==> src/rtl/fir_mac.sv <==
// fir_mac: single-MAC FIR engine fed by an external coefficient ROM.
// One accepted sample starts one pass over FIR_TAP taps; each pass yields one
// rounded output sample after FIR_TAP+3 cycles.
// Build option: define FIR_MAC_SAT_EN to saturate the output to DATA_WIDTH;
// otherwise the rounded result wraps to its low DATA_WIDTH bits.
module fir_mac #(
  parameter int FIR_TAP       = 128,
  parameter int FIR_TAP_WIDTH = 16,
  parameter int FIR_TAP_ADDR  = 7,
  parameter int DATA_WIDTH    = 16,
  parameter int ACC_WIDTH     = 40,
  parameter int OUT_SHIFT     = 15
) (
  input  logic                            clk,
  input  logic                            resetn,
  input  logic                            in_valid,
  input  logic signed [DATA_WIDTH-1:0]    in_data,
  output logic                            in_ready,
  output logic        [FIR_TAP_ADDR-1:0]  coeff_addr,
  input  logic signed [FIR_TAP_WIDTH-1:0] coeff_data,
  output logic                            out_valid,
  output logic signed [DATA_WIDTH-1:0]    out_data,
  output logic                            busy
);

  localparam int PROD_W = DATA_WIDTH + FIR_TAP_WIDTH;
  localparam int FILL_W = FIR_TAP_ADDR + 1;

  localparam logic [FIR_TAP_ADDR-1:0] LAST_K   = FIR_TAP_ADDR'(FIR_TAP - 1);
  localparam logic [FILL_W-1:0]       FILL_MAX = FILL_W'(FIR_TAP);

  // Rounding bias: half an output LSB in accumulator units.
  localparam logic signed [ACC_WIDTH-1:0] RND_BIAS =
    {{(ACC_WIDTH-1){1'b0}}, 1'b1} << (OUT_SHIFT - 1);

  typedef enum logic [1:0] {
    IDLE  = 2'd0,
    RUN   = 2'd1,
    DRAIN = 2'd2
  } state_t;

  state_t state_r, state_nxt_s;

  logic [FIR_TAP_ADDR-1:0] wr_ptr_r;
  logic [FIR_TAP_ADDR-1:0] newest_r;
  logic [FILL_W-1:0]       fill_r;
  logic [FIR_TAP_ADDR-1:0] k_r;

  // History RAM is never cleared; fill_r masks entries not yet written.
  logic signed [DATA_WIDTH-1:0] hist_mem [0:FIR_TAP-1];
  logic signed [DATA_WIDTH-1:0] hist_q_r;

  // Stage 2: ROM data and history sample are aligned in this stage.
  logic v2_r, first2_r, last2_r, mask2_r;
  // Stage 3: registered product.
  logic signed [PROD_W-1:0] prod_r;
  logic v3_r, first3_r, last3_r;

  logic signed [DATA_WIDTH-1:0] samp_s;
  logic signed [ACC_WIDTH-1:0]  acc_r;
  logic signed [ACC_WIDTH-1:0]  acc_sum_s;
  logic signed [DATA_WIDTH-1:0] out_data_r;
  logic                         out_valid_r;
  logic                         accept_s;

  // Round the accumulator and bring it back to the output width.
  function automatic logic signed [DATA_WIDTH-1:0] round_reduce(
    input logic signed [ACC_WIDTH-1:0] a
  );
`ifdef FIR_MAC_SAT_EN
    logic signed [ACC_WIDTH-1:0] shifted;
    logic signed [ACC_WIDTH-1:0] sat_max;
    logic signed [ACC_WIDTH-1:0] sat_min;
    shifted = (a + RND_BIAS) >>> OUT_SHIFT;
    sat_max = ACC_WIDTH'({1'b0, {(DATA_WIDTH-1){1'b1}}});
    sat_min = ~sat_max;
    if (shifted > sat_max) begin
      return sat_max[DATA_WIDTH-1:0];
    end else if (shifted < sat_min) begin
      return sat_min[DATA_WIDTH-1:0];
    end else begin
      return shifted[DATA_WIDTH-1:0];
    end
`else
    return DATA_WIDTH'((a + RND_BIAS) >>> OUT_SHIFT);
`endif
  endfunction

  assign accept_s = in_valid && (state_r == IDLE);

  // Next-state logic for the pass sequencer.
  always_comb begin
    state_nxt_s = state_r;
    case (state_r)
      IDLE: begin
        if (accept_s) begin
          state_nxt_s = RUN;
        end else begin
          state_nxt_s = IDLE;
        end
      end
      RUN: begin
        if (k_r == LAST_K) begin
          state_nxt_s = DRAIN;
        end else begin
          state_nxt_s = RUN;
        end
      end
      DRAIN: begin
        // Leave exactly when the final product lands, so IDLE coincides with out_valid.
        if (v3_r && last3_r) begin
          state_nxt_s = IDLE;
        end else begin
          state_nxt_s = DRAIN;
        end
      end
      default: begin
        state_nxt_s = IDLE;
      end
    endcase
  end

  // Masked sample operand and accumulator update value.
  always_comb begin
    samp_s    = {DATA_WIDTH{1'b0}};
    acc_sum_s = {ACC_WIDTH{1'b0}};
    if (mask2_r) begin
      samp_s = {DATA_WIDTH{1'b0}};
    end else begin
      samp_s = hist_q_r;
    end
    if (first3_r) begin
      acc_sum_s = ACC_WIDTH'(prod_r);
    end else begin
      acc_sum_s = acc_r + ACC_WIDTH'(prod_r);
    end
  end

  // History write on accept and registered history read during RUN.
  always_ff @(posedge clk) begin
    if (accept_s) begin
      hist_mem[wr_ptr_r] <= in_data;
    end
    hist_q_r <= hist_mem[newest_r - k_r];
  end

  // Control state, pointers, pipeline and output registers.
  always_ff @(posedge clk) begin
    if (resetn) begin
      state_r     <= IDLE;
      wr_ptr_r    <= {FIR_TAP_ADDR{1'b0}};
      newest_r    <= {FIR_TAP_ADDR{1'b0}};
      fill_r      <= {FILL_W{1'b0}};
      k_r         <= {FIR_TAP_ADDR{1'b0}};
      v2_r        <= 1'b0;
      first2_r    <= 1'b0;
      last2_r     <= 1'b0;
      mask2_r     <= 1'b0;
      prod_r      <= {PROD_W{1'b0}};
      v3_r        <= 1'b0;
      first3_r    <= 1'b0;
      last3_r     <= 1'b0;
      acc_r       <= {ACC_WIDTH{1'b0}};
      out_data_r  <= {DATA_WIDTH{1'b0}};
      out_valid_r <= 1'b0;
    end else begin
      state_r <= state_nxt_s;

      if (accept_s) begin
        newest_r <= wr_ptr_r;
        wr_ptr_r <= wr_ptr_r + {{(FIR_TAP_ADDR-1){1'b0}}, 1'b1};
        if (fill_r != FILL_MAX) begin
          fill_r <= fill_r + {{(FILL_W-1){1'b0}}, 1'b1};
        end
      end

      // Tap index runs 0..FIR_TAP-1 in RUN and wraps back to 0 afterwards.
      if (state_r == RUN) begin
        k_r <= k_r + {{(FIR_TAP_ADDR-1){1'b0}}, 1'b1};
      end else begin
        k_r <= {FIR_TAP_ADDR{1'b0}};
      end

      v2_r     <= (state_r == RUN);
      first2_r <= (k_r == {FIR_TAP_ADDR{1'b0}});
      last2_r  <= (k_r == LAST_K);
      mask2_r  <= ({1'b0, k_r} >= fill_r);

      prod_r   <= PROD_W'(samp_s) * PROD_W'(coeff_data);
      v3_r     <= v2_r;
      first3_r <= first2_r;
      last3_r  <= last2_r;

      if (v3_r) begin
        acc_r <= acc_sum_s;
      end

      out_valid_r <= v3_r && last3_r;
      if (v3_r && last3_r) begin
        out_data_r <= round_reduce(acc_sum_s);
      end
    end
  end

  assign in_ready   = (state_r == IDLE);
  assign busy       = (state_r != IDLE);
  assign coeff_addr = k_r;
  assign out_valid  = out_valid_r;
  assign out_data   = out_data_r;

endmodule

==> config.mk <==
export PLATFORM = sky130hd
export DESIGN_NAME = fir_mac
export DESIGN_NICKNAME = d
export VERILOG_FILES = /design/src/rtl/fir_mac.sv
export SDC_FILE = /design/constraint.sdc
export NUM_CORES = 2
export LEC_CHECK = 0
export CAP_MARGIN = 20
export CELL_PAD_IN_SITES_DETAIL_PLACEMENT = 0
export CELL_PAD_IN_SITES_GLOBAL_PLACEMENT = 1
export CORE_MARGIN = 3
export CORE_UTILIZATION = 30
export CTS_CLUSTER_SIZE = 8
export DETAILED_ROUTE_END_ITERATION = 8
export PLACE_DENSITY_LB_ADDON = 0.15
export SYNTH_ARGS = -nofsm -noshare
export SYNTH_HDL_FRONTEND = slang
export SYNTH_SLANG_ARGS = --single-unit
==> constraint.sdc <==
create_clock -name clk -period 8.4 [get_ports clk]
set_input_delay 2.52 -clock clk [delete_from_list [all_inputs] [get_ports clk]]
set_output_delay 2.52 -clock clk [all_outputs]
set_load 0.005 [all_outputs]
==> impl_metrics.py <==
metrics = {
    "final_layout": {
        "layout.nets": 5991,
        "area_growth_pct": 17.1,
        "drive_above_1_share_pct": 25.9,
        "final_core_util_pct": 35.3,
        "design_area_mm2": 0.111,
    },
    "grt": {
        "grt_antenna_before_repair": 14,
        "grt_max_degree": 105,
        "grt_pass1_vias": 52000,
        "grt_pass1_wl_um": 392000,
        "gr-total-overflow": 0,
        "grtUsageTotal_pct": 16.8,
    },
    "cts": {
        "clock-sinks": 2181,
        "clk_latency_ps": 890,
        "cts_buffer_depth": 4,
        "clk_pin_slew_ps": 50,
        "cts_tree": "done",
        "cts_made_buffers": 312,
        "post-cts-setup-buffers": 0,
        "postCtsResizedCells": 0,
        "cts_root_buf": "clkbuf_16",
        "postCtsHoldBufs": 0,
        "h-tree-depth": 5,
    },
    "placement": {
        "hpwl_um": 165000,
        "port_buffers": 60,
        "placed_area_mm2": 0.103,
        "gp_congestion": 0.754,
    },
    "routing": {
        "firstDrtPassIters": 5,
        "drc_errors": 0,
        "avgViaCountPerCell": 4.96,
        "wirelength_um": 273000,
        "antenna_left": 0,
        "dr_total_vias": 48600,
        "wl_per_cell_um": 27.9,
        "drt_iter0_markers": 4065,
    },
    "logic_synthesis": {
        "yosysSeqAreaShare_pct": 67.4,
        "syn_avg_cell_area_um2": 18.6,
        "synth_area_leaders": "edfxtp_1 65%, mux4_2 15%, fa_1 5.4%",
        "synth_area_mm2": 0.0953,
        "synth-seq-cells": 2181,
        "synthFlopType": "edfxtp_1",
        "yosys.area.top_type_share_pct": 64.6,
        "synth_nets": 5542,
        "syn_inst": 5120,
        "yosysWarningCount": 0,
        "ys_types": 81,
        "async_flop_share_pct": 0,
        "synth_edf_count": 2048,
        "synth_top_cells_by_count": "2048 x edfxtp_1, 640 x mux4_2, 321 x inv_1, 269 x nand2_1, 260 x nor2_1",
        "yosysTopAreaCell": "edfxtp_1",
        "synth_most_common_cell": "edfxtp_1",
    },
    "worst_setup_path": {
        "start_kind": "primary input",
        "reg2reg_from": "mask2_r",
        "reg2reg_slack_ps": 1050,
        "endpoint": "prod_r[29]",
        "path_class": "primary input to flop",
        "startpoint": "coeff_data[2]",
        "required_ps": 9120,
        "reg2reg_depth": 23,
        "reg2reg_to": "prod_r[29]",
        "arrival_ps": 8910,
        "cp-end-kind": "flop",
        "cp_max_fo": 11,
    },
    "sta": {
        "post-route-period-util_pct": 97.5,
        "rsz0062_at_grt": "false",
        "worst_pin_slew_ps": 1160,
        "holdWs_ps": 447,
        "setup_viol": 0,
        "fmax_ghz": 0.122,
        "hold_viol_final": 0,
        "slew_violations": 0,
        "finalCriticalPeriod_ps": 8190,
        "slew_headroom_pct": 23.0,
        "skew_ps": 72.7,
    },
    "power_and_ir_drop": {
        "ir_drop_uv": 1160,
        "total_power_mw": 45.7,
        "clockPowerShare_pct": 24.6,
        "intPower_mw": 29.4,
        "pwr-share-seq_pct": 26.7,
        "p_comb_share_pct": 48.7,
        "p_switching_mw": 16.4,
        "leakage_nw": 37.2,
        "swShare_pct": 35.8,
        "p_per_area_mw_per_mm2": 410,
    },
    "die": {
        "die-area_mm2": 0.324,
        "coreArea_mm2": 0.315,
        "die_width_um": 569,
        "num_rows": 206,
        "start_util_pct": 30.2,
        "io_pins": 61,
        "die-height_um": 569,
    },
    "min_path": {
        "worstHoldPathType": "flop to flop",
    },
    "run": {
        "drv_cap": 0,
    },
    "outcome": {
        "run_status": "finished clean",
    },
}
## worst min path at each step
| stage | from | end | slack, ps | cells after the start |
|---|---|---|---|---|
| after CTS | out_data[4] | out_data[4] | 450 | 2 |
| final | out_data[4] | out_data[4] | 450 | 2 |
| after global routing | v2_r | v3_r | 480 | 1 |
| after detailed placement | v2_r | v3_r | 440 | 1 |
| after floorplan | first2_r | first3_r | 410 | 1 |
| after global placement | v2_r | v3_r | 430 | 1 |
## power by group through the flow
| stage | Clock, mW | Sequential [mW] | Combinational, mW |
|---|---|---|---|
| final | 11.3 | 12.2 | 22.3 |
| after global routing | 12.1 | 12.2 | 25.0 |
| after CTS | 11.6 | 12.2 | 23.2 |
| after detailed placement | 0 | 12.4 | 23.1 |
| after global placement | 0 | 12.4 | 23.2 |
| after floorplan | 0 | 12.4 | 12.7 |
## cells in the final DEF, fill, tap and decap left out, types with 8 or more instances in the layout
cell | Yosys | layout
a211oi_1 | 20 | 20
a21o_1 | 33 | 33
a21oi_1 | 76 | 76
a311oi_1 | 10 | 10
a31oi_1 | 9 | 8
and2_1 | 122 | 122
and3_1 | 10 | 10
buf_12 | 0 | 13
buf_4 | 0 | 332
clkbuf_1 | 200 | 40
clkbuf_16 | 0 | 318
clkdlybuf4s50_1 | 0 | 42
clkinv_8 | 0 | 9
dfxtp_1 | 133 | 131
edfxtp_1 | 2048 | 2048
fa_1 | 258 | 256
ha_1 | 129 | 128
inv_1 | 321 | 321
mux2_2 | 32 | 32
mux2i_1 | 45 | 45
mux4_2 | 640 | 640
nand2_1 | 269 | 269
nand2b_1 | 15 | 15
nand3_1 | 35 | 34
nand3b_1 | 8 | 8
nand4_1 | 22 | 22
nor2_1 | 260 | 204
nor2_2 | 1 | 44
nor2_4 | 0 | 13
nor2b_1 | 35 | 35
nor3_1 | 17 | 17
o211ai_1 | 34 | 34
o21a_1 | 11 | 11
o21ai_0 | 77 | 77
or2_2 | 12 | 12
or3_1 | 12 | 12
xnor2_1 | 53 | 48
xor2_1 | 21 | 21
## worst max-delay path, cell delays in order
cell             delay [ps]
clkdlybuf4s50_1         650
buf_4                   250
nand2_1                  90
fa_1                    490
fa_1                    520
fa_1                    560
inv_1                    50
fa_1                    440
fa_1                    520
inv_1                    50
fa_1                    470
inv_1                    40
ha_1                    280
and4_1                  220
and3_1                  200
a221oi_1                310
o211ai_1                170
a31oi_2                 250
o31ai_1                 170
a211o_1                 280
a21oi_1                 170
xnor2_1                 140
nor2_1                   50
## layer usage
layer  global-route usage [%]  vias up  part of all wire, %
met5                        0        -                0.011
met3                     2.68      350                  4.8
met4                     4.68        4                  2.8
met2                     27.5     1181                   48
li1                         -    20800                    -
met1                     23.2    26200                   44
## state kept, by name, indices dropped and copies added, names as in the netlist, 2 cells and up
signal / count
hist_mem: 2048
acc_r: 31
prod_r: 31
hist_q_r: 16
out_data: 16
fill_r: 8
coeff_addr: 7
newest_r: 7
wr_ptr_r: 7
state_r: 2
## kinds of logic (layout without fill, tap and decap cells)
logic type      after synthesis  after routing  synth area share [%]
fa+ha+maj                   387            387                  7.12
mux                         717            717                  16.0
buf+inv                     576           1094                  2.28
simple gates                854            854                  4.26
compound gates              331            331                  2.31
xor+xnor                     74             74                 0.680
other cells                   0              5                     0
flops                      2181           2181                  67.4
## metrics by stage
| stage | instances | TNS (ps) | setup slack, ps |
|---|---|---|---|
| 3_3_place_gp | 9413 | -6090 | -774 |
| 4_1_cts | 9797 | 0 | 190 |
| 6_report | 9803 | 0 | 212 |
| 5_1_grt | 9799 | 0 | 3.10 |
| 2_1_floorplan | 5120 | 0 | 188 |
| 3_5_place_dp | 9414 | -5730 | -747 |
## cell type report
type                            instances  area, um^2
Antenna cell                            5        12.5
Fill cell                           29600      204000
Multi-Input combinational cell       2363       29200
Clock inverter                         24         375
Inverter                              321        1200
Timing Repair Buffer                  390        3210
Clock buffer                          359        8120
Sequential cell                      2181       64200
Tap cell                             4160        5200
No activity file was read; power rests on OpenSTA's default activity.
